--- config.mk ---
export PLATFORM = sky130hd
export DESIGN_NAME = m_fetch
export DESIGN_NICKNAME = d
export VERILOG_FILES = /design/src/rtl/m_fetch_pkg.sv /design/src/rtl/m_sync_fifo.sv /design/src/rtl/m_fetch.sv
export SDC_FILE = /design/constraint.sdc
export NUM_CORES = 1
export LEC_CHECK = 0
export BUFFER_PORTS_ARGS = -buffer_cell sky130_fd_sc_hd__buf_2
export CELL_PAD_IN_SITES_DETAIL_PLACEMENT = 0
export CELL_PAD_IN_SITES_GLOBAL_PLACEMENT = 1
export CORE_MARGIN = 1
export CORE_UTILIZATION = 50
export DETAILED_ROUTE_END_ITERATION = 7
export PLACE_DENSITY = 0.82
export SYNTH_ARGS = -nofsm -noshare
export SYNTH_HDL_FRONTEND = slang
export SYNTH_SLANG_ARGS = --single-unit
--- constraint.sdc ---
create_clock -name clk -period 5.9 [get_ports clk]
set_input_delay 0.295 -clock clk [delete_from_list [all_inputs] [get_ports clk]]
set_output_delay 0.295 -clock clk [all_outputs]
set_load 0.01 [all_outputs]
--- src/rtl/m_fetch_pkg.sv ---
// Types shared by the fetch stage: the fetched-word record and the fetch FSM states.
package m_fetch_pkg;

    typedef struct packed {
        logic [31:0] pc;
        logic [31:0] instruction;
    } s_fetched;

    typedef enum logic {
        RUN   = 1'b0,
        DRAIN = 1'b1
    } e_fetch_state;

endpackage

--- src/rtl/m_sync_fifo.sv ---
// Single-clock FIFO with flush; used for the instruction queue and the in-flight address FIFO.
module m_sync_fifo #(
    parameter int WIDTH = 32,
    parameter int DEPTH = 4
) (
    input  logic                     clk,
    input  logic                     rst_n,
    input  logic                     flush_i,
    input  logic                     push_i,
    input  logic [WIDTH-1:0]         wdata_i,
    input  logic                     pop_i,
    output logic [WIDTH-1:0]         rdata_o,
    output logic                     full_o,
    output logic                     empty_o,
    output logic [$clog2(DEPTH):0]   count_o
);
    localparam int AW = $clog2(DEPTH);

    logic [WIDTH-1:0] mem_q [DEPTH];
    logic [AW-1:0]    wr_ptr_q;
    logic [AW-1:0]    rd_ptr_q;
    logic [AW:0]      count_q;
    logic             do_push;
    logic             do_pop;

    assign full_o  = (count_q == (AW+1)'(DEPTH));
    assign empty_o = (count_q == '0);
    assign count_o = count_q;
    assign rdata_o = mem_q[rd_ptr_q];
    assign do_push = push_i && !full_o;
    assign do_pop  = pop_i && !empty_o;

    // NOTE: sequential state uses non-blocking assignments so every register samples pre-edge values.
    always_ff @(posedge clk) begin
        if (!rst_n || flush_i) begin
            wr_ptr_q <= '0;
            rd_ptr_q <= '0;
            count_q  <= '0;
        end else begin
            if (do_push) wr_ptr_q <= wr_ptr_q + 1'b1;
            if (do_pop)  rd_ptr_q <= rd_ptr_q + 1'b1;
            count_q <= count_q + (AW+1)'(do_push) - (AW+1)'(do_pop);
        end
    end

    // NOTE: storage is not reset; the count alone decides which entries are valid.
    always_ff @(posedge clk) begin
        if (do_push) mem_q[wr_ptr_q] <= wdata_i;
    end

endmodule

--- src/rtl/m_fetch.sv ---
// Instruction fetch: credit-limited in-order requests, tagged instruction queue, redirect with discard.
module m_fetch
    import m_fetch_pkg::*;
#(
    parameter logic [31:0] RESET_PC    = 32'h0000_0000,
    parameter int          QUEUE_DEPTH = 4
) (
    input  logic        clk,
    input  logic        rst_n,
    output logic        mem_req_valid,
    output logic [31:0] mem_req_addr,
    input  logic        mem_req_ready,
    input  logic        mem_rsp_valid,
    input  logic [31:0] mem_rsp_data,
    input  logic        redirect_valid,
    input  logic [31:0] redirect_pc,
    output logic        instr_valid,
    output logic [31:0] instruction,
    output logic [31:0] instr_pc,
    input  logic        instr_ready
);
    localparam int CW = $clog2(QUEUE_DEPTH) + 1;

    e_fetch_state  state_q, state_d;
    logic [31:0]   pc_q, pc_d;
    logic [CW-1:0] discard_q, discard_d;
    logic [CW-1:0] occupancy;
    logic [CW-1:0] outstanding;
    logic [CW:0]   credit_used;
    logic          req_fire, rsp_fire;
    logic          q_push, q_pop, q_full, q_empty;
    logic          a_full, a_empty;
    s_fetched      q_wdata, q_rdata;
    logic [31:0]   a_rdata;
    logic          redirect_lsb_unused;

    assign redirect_lsb_unused = ^redirect_pc[1:0];

    // Outstanding requests already own a queue slot, so requests stop once slots are all spoken for.
    assign credit_used   = {1'b0, occupancy} + {1'b0, outstanding};
    assign mem_req_valid = rst_n && !a_full && (credit_used < (CW+1)'(QUEUE_DEPTH));
    assign mem_req_addr  = pc_q;
    assign req_fire      = mem_req_valid && mem_req_ready;
    assign rsp_fire      = mem_rsp_valid && !a_empty;

    assign q_push      = rsp_fire && !redirect_valid && (state_q == RUN) && !q_full;
    assign q_pop       = instr_valid && instr_ready && !redirect_valid;
    assign q_wdata     = '{pc: a_rdata, instruction: mem_rsp_data};
    assign instr_valid = !q_empty;
    assign instruction = q_rdata.instruction;
    assign instr_pc    = q_rdata.pc;

    always_comb begin
        // NOTE: every always_comb target gets a default first so no latch is inferred.
        pc_d      = pc_q;
        discard_d = discard_q;
        state_d   = state_q;
        if (redirect_valid) begin
            // Everything in flight after this edge, including a same-cycle request, is stale.
            pc_d      = {redirect_pc[31:2], 2'b00};
            discard_d = outstanding + CW'(req_fire) - CW'(rsp_fire);
        end else begin
            if (req_fire) pc_d = pc_q + 32'd4;
            if (rsp_fire && (discard_q != '0)) discard_d = discard_q - 1'b1;
        end
        unique case (state_q)
            RUN:     if (discard_d != '0) state_d = DRAIN;
            DRAIN:   if (discard_d == '0) state_d = RUN;
            default: state_d = RUN;
        endcase
    end

    always_ff @(posedge clk) begin
        if (!rst_n) begin
            pc_q      <= RESET_PC;
            discard_q <= '0;
            state_q   <= RUN;
        end else begin
            pc_q      <= pc_d;
            discard_q <= discard_d;
            state_q   <= state_d;
        end
    end

    m_sync_fifo #(
        .WIDTH ($bits(s_fetched)),
        .DEPTH (QUEUE_DEPTH)
    ) u_instr_queue (
        .clk     (clk),
        .rst_n   (rst_n),
        .flush_i (redirect_valid),
        .push_i  (q_push),
        .wdata_i (q_wdata),
        .pop_i   (q_pop),
        .rdata_o (q_rdata),
        .full_o  (q_full),
        .empty_o (q_empty),
        .count_o (occupancy)
    );

    // Never flushed: discarded responses still retire their address entry in order.
    m_sync_fifo #(
        .WIDTH (32),
        .DEPTH (QUEUE_DEPTH)
    ) u_addr_fifo (
        .clk     (clk),
        .rst_n   (rst_n),
        .flush_i (1'b0),
        .push_i  (req_fire),
        .wdata_i (pc_q),
        .pop_i   (rsp_fire),
        .rdata_o (a_rdata),
        .full_o  (a_full),
        .empty_o (a_empty),
        .count_o (outstanding)
    );

endmodule
; After elaboration in Yosys (flattened, before gate mapping)
; Memory sizes are Yosys's and may differ from the RTL's. A register that Yosys moved wholly into a read port is not among the register bits.
; Cells that the tools add are included.
[totals]
ramBits = 384
ff_bits = 50
word_cells = 73
input_bits = 70
memories = 2
output_inout_bits = 98
[classes]
n_lt_le_gt_ge = 1
n_eq_ne = 2
addsub = 13
mux = 15
reduce_logical = 28
bitwise_logic = 2
[mem_list]
columns = memory, depth, word_bits, rd, rd_clocked_by_memory_dff, write_ports, line_no
row1 = u_instr_queue.mem_q, 4, 64, 1, 1, 1, m_sync_fifo.sv:19  ; logic [WIDTH-1:0] mem_q [DEPTH];
row2 = u_addr_fifo.mem_q, 4, 32, 1, 1, 1, m_sync_fifo.sv:19
[op_table]
columns = op, count
row1 = $mux W32, 2
row2 = $add A32 B3 Y32 const B, 1
row3 = $logic_and A1 B1 Y1, 14
row4 = $add A3 B1 Y3, 3
row5 = $logic_not A3 Y1, 3
row6 = $sub A3 B1 Y3, 3
row7 = $add A2 B1 Y2 const B, 4
row8 = $mux W2, 4
row9 = $eq A3 B3 Y1 const B, 2
row10 = $logic_not A1 Y1, 6
row11 = $mux W1, 6
row12 = $mux W3, 2
row13 = $reduce_bool A3 Y1, 2
row14 = $add A3 B3 Y4, 1
row15 = $lt A4 B3 Y1 const B, 1
row16 = $sub A3 B1 Y3 const B, 1
row17 = $not A1 Y1, 2
row18 = $pmux W1 S2, 1
row19 = $reduce_bool A2 Y1, 1
row20 = $reduce_or A2 Y1, 1
row21 = $logic_or A1 B1 Y1, 1

; Longest topological paths before layout
[logic_depth]
word_depth = 11
depth_mapped = 10

; Cells and area by module
; Synthesis repeated with hierarchy kept, for this count alone.
[hier_totals]
hier_cells = 903
area_unflattened_um2 = 17133.9
[by_module_without_submodules]
columns = mod, cells_each, seq_area_each_um2, instances, area_per_inst_um2
row1 = m_sync_fifo (u_instr_queue), 386, 7867.5, 1, 9705.6
row2 = m_sync_fifo (u_addr_fifo), 219, 4023.9, 1, 5088.6
row3 = m_fetch, 298, 680.7, 1, 2339.7

; Worst setup path after synthesis
; No wires, ideal clock.
[synth_timing]
path_type = register to register
from = register u_addr_fifo.count_q[1], in the netlist u_addr_fifo.count_o[1]
to = memory u_instr_queue.mem_q[0][0] in the netlist's numbering (enable)
path_slack_ns = 2.743
required_ns = 5.474
path_buffers = 1
stages_incl_launch_ff = 6
t_arrival_ns = 2.730
setup_time_ns = 0.426
cell_sequence = dfxtp_1 > o31a_1 > buf_2 > inv_1 > a2111oi_4 > and2_1
[synth_between]
elab_chain_len = 9
[synth_lines]
columns = element, line_no
row1 = "start, declared", m_sync_fifo.sv:22  ; logic [AW:0] count_q;
row2 = "start signal, assigned", m_sync_fifo.sv:42  ; count_q <= count_q + (AW+1)'(do_push) - (AW+1)'(do_pop);
row3 = $logic_not A3 Y1, m_sync_fifo.sv:27  ; assign empty_o = (count_q == '0);
row4 = $logic_not A1 Y1, m_fetch.sv:44  ; assign rsp_fire = mem_rsp_valid && !a_empty;
row5 = $logic_and A1 B1 Y1, m_fetch.sv:44
row6 = $logic_and A1 B1 Y1 (3 in series), m_fetch.sv:46  ; assign q_push = rsp_fire && !redirect_valid && (state_q == RUN) && !q_full;
row7 = $logic_and A1 B1 Y1, m_sync_fifo.sv:30  ; assign do_push = push_i && !full_o;
row8 = via u_instr_queue.do_push, m_sync_fifo.sv:23  ; logic do_push;
row9 = $mux W1, m_sync_fifo.sv:48  ; if (do_push) mem_q[wr_ptr_q] <= wdata_i;
row10 = $mux W1 (not written as such), m_sync_fifo.sv:48
row11 = "end, declared", m_sync_fifo.sv:19
; The timed path passes the listed nets, and every way through them passes these cells.

==> flow_summary.ini <==
[status]
status = complete, no violations

[sta]
fmax_mhz = 321
fin_crit_sh = 0.528
tns_ns = 0
setup_viol = 0
worst_slew_margin_rel = 0.310
slew_viol_final = 0
period_needed_ns = 3.11
skew_ns = 0.0113
timing.final.hold_violations = 0
rsz0062_at_grt = false
worst_pin_slew_ns = 1.04
fin_ws_ns = 2.79

[yosys]
synthSimpleGateAreaFrac = 0.0414
ys_warn_count = 0
ys_ff_latch = 420
syn_avg_cell_area_um2 = 19.8
synth_top_family_by_area = multiplexers
synth_top_area_frac = 0.684
synth-edff-count = 368
synthTopCellsByCount = edfxtp_1, mux4_2, dfxtp_1
synth_xor_xnor_area_share = 0.0217
synth_compound_area_frac = 0.0228
synthTopCellsByArea = edfxtp_1, mux4_2, dfxtp_1
synth_fa_ha_area_frac = 0.0184
synthFlopType = edfxtp_1
yosysMostFrequentCell = edfxtp_1
yosysUniqueCellTypes = 45
synth_area_leader_cell = edfxtp_1
synthCells = 817
synth_area_mm2 = 0.0162
async_flop_share = 0
yosysSeqAreaShare = 0.748
muxShareOfSynthArea = 0.130

[placement]
io_buffers = 161
dp_slack_ns = 2.67
hpwl_um = 17800
gp_congestion = 0.749

[setup_path]
crit_path_max_incr_delay_ns = 0.86
endpoint = instr_pc[16]
crit_buf_inv = 2
regToRegStartpoint = u_instr_queue.count_o[2]
r2r-end = u_addr_fifo.mem_q[0][25]
critPathTopFamily = flip-flops
crit_chain = buf_4 > mux4_2 > buf_2
rrSetupSlack_ns = 2.86
slowest_stage = dfxtp_4
cp.depth = 3
cp.required_ns = 5.61
worst-path-max-fanout = 37
setup.worst_path.end_class = output port
arrival_ns = 2.82
start_kind = flop
path_class = flop to output port
rr_worst_depth = 5

[hold_path]
hp-class = input port to flop
hp-start = redirect_pc[17]

[clock_tree]
cts_tree = yes
cts.root.buffer_cell = clkbuf_16
clock-sinks = 420
numCtsBuffers = 42
clkTransAtPathRegs_ns = 0.06
worstSkewPairLatency_ns = 0.53
post_cts.repair.setup_buffers = 0
clock_path_buffers = 3
htree_levels = 2
cts_resized = 0

[run]
max_cap_viol_count = 0

[power]
powerDensity_mw_per_mm2 = 358
vdd_drop_max_mv = 0.178
total_power_mw = 6.78
p_leak_nw = 6.34

[detailed_routing]
drc_errors = 0
ant_nets = 0
dr.first_iter.drc_count = 679
detail_route.first_pass.iterations = 5
wl_um = 31400
num_vias = 8114
viasPerCell = 5.55
avgRoutedWirePerCell_um = 21.5

[die]
fp.dieW_um = 182
core_mm2 = 0.0316
die_h_um = 182
start_util = 0.511
pin_count = 168
fp-row-count = 65
die-area_mm2 = 0.0330

[layout]
drive_above_1_share = 0.309
syn_to_final_growth_pct = 17.4
fin_nets = 1121
insertedDiodeCount = 0

[grt]
first_global_vias = 8277
grt_pass1_wl_um = 48400
grt_start_max_net_pins = 63
antenna_found_initial = 0
track_usage = 0.195
grt-ovfl-total = 0
worst min-delay path, stage by stage:
cell     delay (ns)
buf_2          0.07
o21ai_0        0.06
a21oi_1        0.10
worst min path at each step:
| stage | to | cells after the start |
|---|---|---|
| 6_report | mem_req_addr[17] | 3 |
| 5_1_grt | mem_req_addr[14] | 3 |
| 4_1_cts | mem_req_addr[16] | 3 |
| 3_5_place_dp | mem_req_addr[22] | 3 |
| 3_3_place_gp | flop | 2 |
| 2_1_floorplan | u_instr_queue.mem_q[0][0] | 0 |
state kept, by name, summed over array words and instances, names as in the netlist, named ones only:
register	count
u_instr_queue.wr_ptr_q	2
u_addr_fifo.rd_ptr_q	2
u_instr_queue.rd_ptr_q	2
u_addr_fifo.wr_ptr_q	2
u_instr_queue.count_o	3
u_addr_fifo.count_o	3
u_instr_queue.mem_q	248
u_addr_fifo.mem_q	120
discard_q	3
mem_req_addr	30
state_q	1
what timing repair did:
action                                  CTS  global route
endpoints found under the hold margin   133             0
endpoints found under the setup margin    0             0
hold buffers                             37             0
cells by family after synthesis:
group	count (synthesis)
other	1
buffers and inverters	62
and+or+nand+nor	113
xor gates and xnor gates	40
adders and majority gates	22
DFF	420
muxes	95
AOI/OAI and AO/OA	64
area by class of cell:
type | instances | area (um^2)
sequential | 420 | 12100
timing repair buffer | 206 | 1240
inverter | 21 | 78.8
clock buffer | 49 | 1100
multi-input combinational | 338 | 3810
tap | 402 | 503
clock inverter | 25 | 143
fill | 2262 | 12700
where the power goes:
group | total, mW | internal, mW | switching, mW
Combinational | 0.775 | 0.356 | 0.419
Clock | 2.43 | 1.37 | 1.06
Sequential | 3.58 | 3.47 | 0.103
Total | 6.78 | 5.20 | 1.58
placed cells by master (no fill, tap or decap), types with 2 or more instances in the layout:
cell	count
edfxtp_1	368
buf_2	161
mux4_2	92
dfxtp_1	49
clkbuf_16	43
dlygate4sd3_1	37
xnor2_1	34
o21ai_0	29
a21oi_1	25
nand2_1	22
inv_1	21
ha_1	19
clkinv_1	16
nand3_1	13
and2_1	13
nor2_1	12
nor3_1	10
nor4_1	10
buf_4	8
and3_1	7
xor2_1	6
clkbuf_1	6
and4_1	4
and2_4	4
nand4_1	4
conb_1	4
clkinv_2	4
mux2i_1	3
fa_1	3
or3_1	2
o31a_1	2
nand2b_1	2
nor2b_1	2
a31oi_1	2
dfxtp_4	2
clkinvlp_4	2
per-stage QoR:
stage | hold slack [ns] | std cells | util | instance area (um^2)
5_1_grt | 0.0430 | 1461 | 0.600 | 19000
4_1_cts | 0.0186 | 1461 | 0.600 | 19000
6_report | 0.0279 | 1461 | 0.600 | 19000
2_1_floorplan | 0.394 | 820 | - | 16200
3_3_place_gp | 0.498 | 1350 | 0.549 | 17400
3_5_place_dp | 0.505 | 1350 | 0.549 | 17400
layer usage:
metal | global-route usage | wire length, um
met5 | 0 | 0
met1 | 0.266 | 13700
met3 | 0.0261 | 1630
met2 | 0.327 | 15500
met4 | 0.0610 | 624
No activity file was read; power rests on OpenSTA's default activity.
